==> config.mk <==
export PLATFORM = sky130hd
export DESIGN_NAME = seq_multiplier
export DESIGN_NICKNAME = d
export VERILOG_FILES = /design/src/rtl/seq_mult_pkg.sv /design/src/rtl/seq_multiplier_reg.sv /design/src/rtl/seq_multiplier.sv
export SDC_FILE = /design/constraint.sdc
export NUM_CORES = 1
export LEC_CHECK = 0
export BUFFER_PORTS_ARGS = -buffer_cell sky130_fd_sc_hd__buf_4
export CAP_MARGIN = 20
export CELL_PAD_IN_SITES_DETAIL_PLACEMENT = 1
export CELL_PAD_IN_SITES_GLOBAL_PLACEMENT = 1
export CORE_MARGIN = 2
export CORE_UTILIZATION = 41
export CTS_BUF_LIST = sky130_fd_sc_hd__clkbuf_16
export CTS_CLUSTER_SIZE = 30
export DETAILED_ROUTE_END_ITERATION = 7
export GPL_TIMING_DRIVEN = 1
export HOLD_SLACK_MARGIN = 0.15
export PLACE_DENSITY_LB_ADDON = 0.3
export SLEW_MARGIN = 25
export SYNTH_ARGS = -nofsm -noshare
export SYNTH_HDL_FRONTEND = slang
export SYNTH_SLANG_ARGS = --single-unit
==> constraint.sdc <==
create_clock -name clk -period 2.1 [get_ports clk]
set_input_delay 0.315 -clock clk [delete_from_list [all_inputs] [get_ports clk]]
set_output_delay 0.315 -clock clk [all_outputs]
set_load 0.01 [all_outputs]
==> src/rtl/seq_mult_pkg.sv <==
// ---------------------------------------------------------------------------
// seq_mult_pkg
// Shared definitions for the sequential shift-and-add multiplier:
//   state_e    - controller states (IDLE, LOAD, CALC, DONE)
//   DEFAULT_N  - default operand width in bits
//   cnt_width  - width of the iteration counter, sized so it can hold N
// ---------------------------------------------------------------------------
package seq_mult_pkg;

  typedef enum logic [1:0] {
    IDLE = 2'd0,
    LOAD = 2'd1,
    CALC = 2'd2,
    DONE = 2'd3
  } state_e;

  localparam int DEFAULT_N = 4;

  // One extra bit so the counter can step past the last iteration index.
  function automatic int cnt_width(input int n);
    return $clog2(n) + 1;
  endfunction

endpackage

==> src/rtl/seq_multiplier_reg.sv <==
// ---------------------------------------------------------------------------
// seq_multiplier_reg
// Clearable, load-enabled register used for the accumulator and the product.
// Ports:
//   clk  - clock, rising edge
//   rst  - asynchronous active-low reset, forces q to 0
//   clr  - synchronous clear, takes priority over en
//   en   - load d on the next rising edge
//   d    - data in  [W-1:0]
//   q    - data out [W-1:0]
// ---------------------------------------------------------------------------
module seq_multiplier_reg #(
  parameter int W = 8
) (
  input  logic         clk,
  input  logic         rst,
  input  logic         clr,
  input  logic         en,
  input  logic [W-1:0] d,
  output logic [W-1:0] q
);

  logic [W-1:0] data_q;
  logic [W-1:0] data_d;

  always_comb begin
    data_d = data_q;
    if (clr) begin
      data_d = '0;
    end else if (en) begin
      data_d = d;
    end
  end

  always_ff @(posedge clk or negedge rst) begin
    if (!rst) begin
      data_q <= '0;
    end else begin
      data_q <= data_d;
    end
  end

  assign q = data_q;

endmodule

==> src/rtl/seq_multiplier.sv <==
// ---------------------------------------------------------------------------
// seq_multiplier
// Sequential shift-and-add multiplier: one partial product per cycle, with a
// fixed latency of N+2 cycles from the accepted start edge to the done pulse.
// Ports:
//   clk          - clock, rising edge
//   rst          - asynchronous active-low reset
//   start        - begin a multiplication (only looked at in IDLE)
//   multiplicand - operand A [N-1:0], captured on the accepted start edge
//   multiplier   - operand B [N-1:0], captured on the accepted start edge
//   product      - registered result [2N-1:0], held between operations
//   busy         - high while in LOAD and CALC
//   done         - one-cycle pulse in DONE, product valid in the same cycle
// Configuration:
//   SEQ_MULT_SIGNED_EN - when defined, operands are two's complement; LOAD
//                        converts them to magnitudes and the final result is
//                        negated when the operand signs differ.
// ---------------------------------------------------------------------------
module seq_multiplier
  import seq_mult_pkg::*;
#(
  parameter int N = DEFAULT_N
) (
  input  logic           clk,
  input  logic           rst,
  input  logic           start,
  input  logic [N-1:0]   multiplicand,
  input  logic [N-1:0]   multiplier,
  output logic [2*N-1:0] product,
  output logic           busy,
  output logic           done
);

  localparam int CW = cnt_width(N);

  state_e          state_q, state_d;
  logic [CW-1:0]   cnt_q, cnt_d;
  logic [N-1:0]    a_q, a_d;
  logic [N-1:0]    b_q, b_d;
  logic            busy_q, busy_d;
  logic            done_q, done_d;

  logic [2*N-1:0]  acc;
  logic [2*N-1:0]  acc_sum;
  logic [2*N-1:0]  addend;
  logic [2*N-1:0]  prod_next;
  logic [2*N-1:0]  prod_q;
  logic            cur_bit;
  logic            last_iter;
  logic            acc_clr;
  logic            acc_en;

`ifdef SEQ_MULT_SIGNED_EN
  logic            neg_q, neg_d;

  // The most-negative value maps to 2^(N-1), which still fits as an
  // unsigned N-bit magnitude.
  function automatic logic [N-1:0] magnitude(input logic [N-1:0] v);
    return v[N-1] ? ((~v) + N'(1)) : v;
  endfunction
`endif

  // Datapath: select multiplier bit i and add A<<i when it is set. The
  // accumulator is 2N bits wide, so the running sum can never overflow.
  // The product register is loaded straight from the adder on the last
  // iteration so the result is already present during the DONE cycle.
  always_comb begin
    cur_bit   = |(b_q & ({{(N-1){1'b0}}, 1'b1} << cnt_q));
    addend    = {{N{1'b0}}, a_q} << cnt_q;
    acc_sum   = cur_bit ? (acc + addend) : acc;
    last_iter = (state_q == CALC) && (cnt_q == CW'(N-1));
    acc_clr   = (state_q == LOAD);
    acc_en    = (state_q == CALC);
`ifdef SEQ_MULT_SIGNED_EN
    prod_next = neg_q ? (-acc_sum) : acc_sum;
`else
    prod_next = acc_sum;
`endif
  end

  // Next-state logic. Operands are only written on the start edge (and, in
  // signed mode, once more in LOAD), so input activity during an operation
  // cannot disturb it. busy and done are derived from the next state so that
  // they come out of flops aligned with the state they describe.
  always_comb begin
    state_d = state_q;
    cnt_d   = cnt_q;
    a_d     = a_q;
    b_d     = b_q;
`ifdef SEQ_MULT_SIGNED_EN
    neg_d   = neg_q;
`endif
    case (state_q)
      IDLE: begin
        if (start) begin
          a_d     = multiplicand;
          b_d     = multiplier;
          state_d = LOAD;
        end
      end
      LOAD: begin
        cnt_d   = '0;
        state_d = CALC;
`ifdef SEQ_MULT_SIGNED_EN
        a_d     = magnitude(a_q);
        b_d     = magnitude(b_q);
        neg_d   = a_q[N-1] ^ b_q[N-1];
`endif
      end
      CALC: begin
        cnt_d = cnt_q + CW'(1);
        if (last_iter) begin
          state_d = DONE;
        end
      end
      DONE: begin
        state_d = IDLE;
      end
      default: begin
        state_d = IDLE;
      end
    endcase
    busy_d = (state_d == LOAD) || (state_d == CALC);
    done_d = (state_d == DONE);
  end

  // Controller and operand state, including the registered busy/done outputs.
  always_ff @(posedge clk or negedge rst) begin
    if (!rst) begin
      state_q <= IDLE;
      cnt_q   <= '0;
      a_q     <= '0;
      b_q     <= '0;
      busy_q  <= 1'b0;
      done_q  <= 1'b0;
`ifdef SEQ_MULT_SIGNED_EN
      neg_q   <= 1'b0;
`endif
    end else begin
      state_q <= state_d;
      cnt_q   <= cnt_d;
      a_q     <= a_d;
      b_q     <= b_d;
      busy_q  <= busy_d;
      done_q  <= done_d;
`ifdef SEQ_MULT_SIGNED_EN
      neg_q   <= neg_d;
`endif
    end
  end

  seq_multiplier_reg #(.W(2*N)) u_acc_reg (
    .clk (clk),
    .rst (rst),
    .clr (acc_clr),
    .en  (acc_en),
    .d   (acc_sum),
    .q   (acc)
  );

  // The product register never needs a synchronous clear; it only changes
  // when a finished result is handed over.
  seq_multiplier_reg #(.W(2*N)) u_prod_reg (
    .clk (clk),
    .rst (rst),
    .clr (1'b0),
    .en  (last_iter),
    .d   (prod_next),
    .q   (prod_q)
  );

  assign product = prod_q;
  assign busy    = busy_q;
  assign done    = done_q;

endmodule

==> impl_metrics.yaml <==
sta:
  finalClockSkew_ns: 0.00417
  min_period_ns: 2.52
  finalHoldWorstSlack_ns: 0.271
  finalHoldViolations: 0
  achievable-frequency_mhz: 396
  setup_repair_after_global_routing_missed_its_margin: "yes"
  postLayoutSetupSlackWorst_ns: -0.425
  timing.final.max_slew_violations: 0
  fin_tns_setup_ns: -2.81
  timing.final.crit_share_pct: 120
  worst_slew_pin_slew_ns: 0.476
  headroom_to_the_max_slew_limit_pct: 68.2
  setup_viol_count_final: 13
floorplanning:
  start_util_pct: 43.6
  die-area_sq_mm: 0.00529
  boundaryPins: 21
  fp.dieH_um: 72.7
  design.core.area_sq_mm: 0.00444
  std_cell_rows: 24
  dieWidth_um: 72.7
cts:
  clkLatencyLatePin_ns: 0.28
  cts-htree-levels: 2
  cts_buffers: 5
  cell_chosen_for_the_clock_root: "sky130_fd_sc_hd__clkbuf_16"
  clock_sink_count: 31
  clock_slew_at_reported_path_ffs_ns: 0.05
  cts_tree: "done"
  max-clock-path-buffers: 2
setup_path:
  critPathCaptureType: "flop"
  ff2ff_setup_slack_ns: -0.42
  crit_arrival_ns: 2.70
  cp_max_fanout: 6
  timing.critical_path.from_type: "flop"
  critPathRequiredTime_ns: 2.28
  path_class: "flop to flop"
flow_run:
  max_cap_viol_count: 0
finish:
  antennaDiodeCount: 0
  finish.utilization_pct: 60.8
  finish.net_count: 275
  layout.filler_cells: 497
  areaGrowthSynthToFinish_pct: 39.6
  drive_above_1_share_pct: 43.7
global_route:
  first_global_vias: 1927
  pin_count_of_the_biggest_net_entering_global_routing: 32
  grt.overflow.total: 0
  overall_fraction_of_global_route_tracks_in_use_pct: 24.5
  grt_first_pass_wirelength_um: 9670
  initial_antenna_violation_count: 0
  global_route.usage.met1_pct: 27.2
  grt_busiest_layer: "met2"
  use_met3_pct: 4.97
  grtUsageMet2_pct: 45.1
route:
  drtAntennaViolNets: 0
  drt_wl_total_um: 6590
  first_iter_violations: 90
  route.detailed.drc: 0
  route.vias.total: 1773
  vias_per_instance: 5.93
  drtPass1Iterations: 4
  routedWlPerCell_um: 22.0
synthesis:
  netlist_top_cells_area: "sky130_fd_sc_hd__dfrtp_1 (40%), sky130_fd_sc_hd__ha_1 (11%), sky130_fd_sc_hd__mux2_2 (4.7%)"
  synth_seq_area_share_pct: 40.1
  synth.top_cells.by_count: "sky130_fd_sc_hd__dfrtp_1 (31), sky130_fd_sc_hd__nand2_1 (19), sky130_fd_sc_hd__ha_1 (17)"
  yosysUniqueCellTypes: 44
  synth-seq-cells: 31
  synth_top_area_cell: "sky130_fd_sc_hd__dfrtp_1"
  mappedNetlistArea_sq_mm: 0.00194
  avg_cell_area_syn_sq_um: 10.3
  ys.warnings.count: 0
  yosysTopAreaCellShare_pct: 40.1
  edff_count_synth: 0
  ys_async_sr_fraction_pct: 100
  ys_dominant_reg_cell: "sky130_fd_sc_hd__dfrtp_1"
  yosys.cell_count.top_type: "sky130_fd_sc_hd__dfrtp_1"
  mappedNetlistNets: 217
  synthesis.instances: 188
worst_hold_path:
  min_path_type: "input port to flop"
status:
  violations: "setup timing"
  run_status: "finished, violations left"
placed_design:
  place_ws_ns: -0.352
  dp.final_hpwl_um: 3900
  numPortBuffers: 20
  placer_s_final_routability_congestion_estimate: 0.914
-- worst paths after layout --
| path | start | endpoint | cells past startpoint |
|---|---|---|---|
| min | multiplier[3] | b_q[3] | 2 |
| max | cnt_q[0] | u_acc_reg.q[6] | 11 |
| max reg2reg | cnt_q[0] | u_acc_reg.q[6] | 11 |
| max in group asynchronous | rst | cnt_q[0] | 2 |
| min reg2reg | u_prod_reg.q[5] | u_prod_reg.q[5] | 2 |
| min in group asynchronous | rst | u_prod_reg.q[5] | 2 |
-- worst max-delay path, cell delays in order (launching register included) --
cell and delay, ns:
sky130_fd_sc_hd__dfrtp_2 0.45, sky130_fd_sc_hd__mux2i_4 0.30, sky130_fd_sc_hd__nor2_2 0.06, sky130_fd_sc_hd__a31oi_1 0.17, sky130_fd_sc_hd__o22ai_1 0.10, sky130_fd_sc_hd__ha_1 0.35, sky130_fd_sc_hd__buf_4 0.14, sky130_fd_sc_hd__o21ai_2 0.06
sky130_fd_sc_hd__o21bai_1 0.25, sky130_fd_sc_hd__a21oi_2 0.14, sky130_fd_sc_hd__xor2_1 0.17, sky130_fd_sc_hd__o31ai_1 0.23
-- through the flow --
step / cell area, sq um / cells
finish: 2700 / 299
global route: 2700 / 299
CTS: 2600 / 296
detailed placement: 2310 / 280
global placement: 2310 / 280
floorplan: 1960 / 188
-- cells by family (layout without fill, tap and decap cells) --
family / Yosys count / in the layout / synth area share (%)
AO/OA/AOI/OAI: 50 / 51 / 17.7
XOR/XNOR: 7 / 7 / 3.56
adder cells (fa/ha/maj): 18 / 18 / 12.0
buffers and inverters: 16 / 74 / 4.78
flip-flops: 31 / 31 / 40.1
multiplexers: 14 / 14 / 8.60
AND/OR/NAND/NOR: 52 / 52 / 13.3
-- layer usage --
metal | up-vias | routed length (um) | part of all wire, %
li1 | 794 | - | -
met1 | 907 | 2620 | 40
met2 | 51 | 3460 | 53
met3 | 21 | 247 | 3.7
met4 | 0 | 262 | 4.0
met5 | - | 0 | 0
-- flip-flops by register name (all words and copies together), names as in the netlist --
register      cells
done              1
state_q           2
u_acc_reg.q       8
cnt_q             3
u_prod_reg.q      8
busy              1
a_q               4
b_q               4
-- cells in the final DEF (no fill, tap or decap), types with 3 or more instances in the layout --
master	instances
sky130_fd_sc_hd__buf_4	54
sky130_fd_sc_hd__a21o_1	4
sky130_fd_sc_hd__o22ai_1	6
sky130_fd_sc_hd__dfrtp_1	30
sky130_fd_sc_hd__o21ai_2	3
sky130_fd_sc_hd__o21ai_0	5
sky130_fd_sc_hd__o31ai_1	3
sky130_fd_sc_hd__nor2_1	7
sky130_fd_sc_hd__nand2_1	17
sky130_fd_sc_hd__and3_1	4
sky130_fd_sc_hd__a21oi_1	3
sky130_fd_sc_hd__mux2_2	8
sky130_fd_sc_hd__clkbuf_16	5
sky130_fd_sc_hd__nand3b_1	3
sky130_fd_sc_hd__ha_1	14
sky130_fd_sc_hd__nand3_1	6
sky130_fd_sc_hd__a21oi_2	4
sky130_fd_sc_hd__inv_1	11
sky130_fd_sc_hd__a31oi_1	7
-- cell type report --
cell class	instances	area (sq um)	area share, %
Inverter	10	37.5	1.39
Clock inverter	3	11.3	0.417
Timing Repair Buffer	56	427	15.8
Sequential cell	31	777	28.8
Clock buffer	5	125	4.63
Multi-Input combinational cell	142	1260	46.6
Tap cell	52	65.1	2.41
-- repair_timing --
item | CTS | global route
hold buffers | 1 | 0
gates resized for setup | 17 | 16
pin swaps | 18 | 14
cloned | 0 | 1
endpoints found under the setup margin | 16 | 15
setup buffers | 7 | 2
hold endpoints to repair | 31 | 0
Power is left out: the tool's default activity adds up to more than one toggle a clock period on the data nets, which glitch-free logic cannot reach.
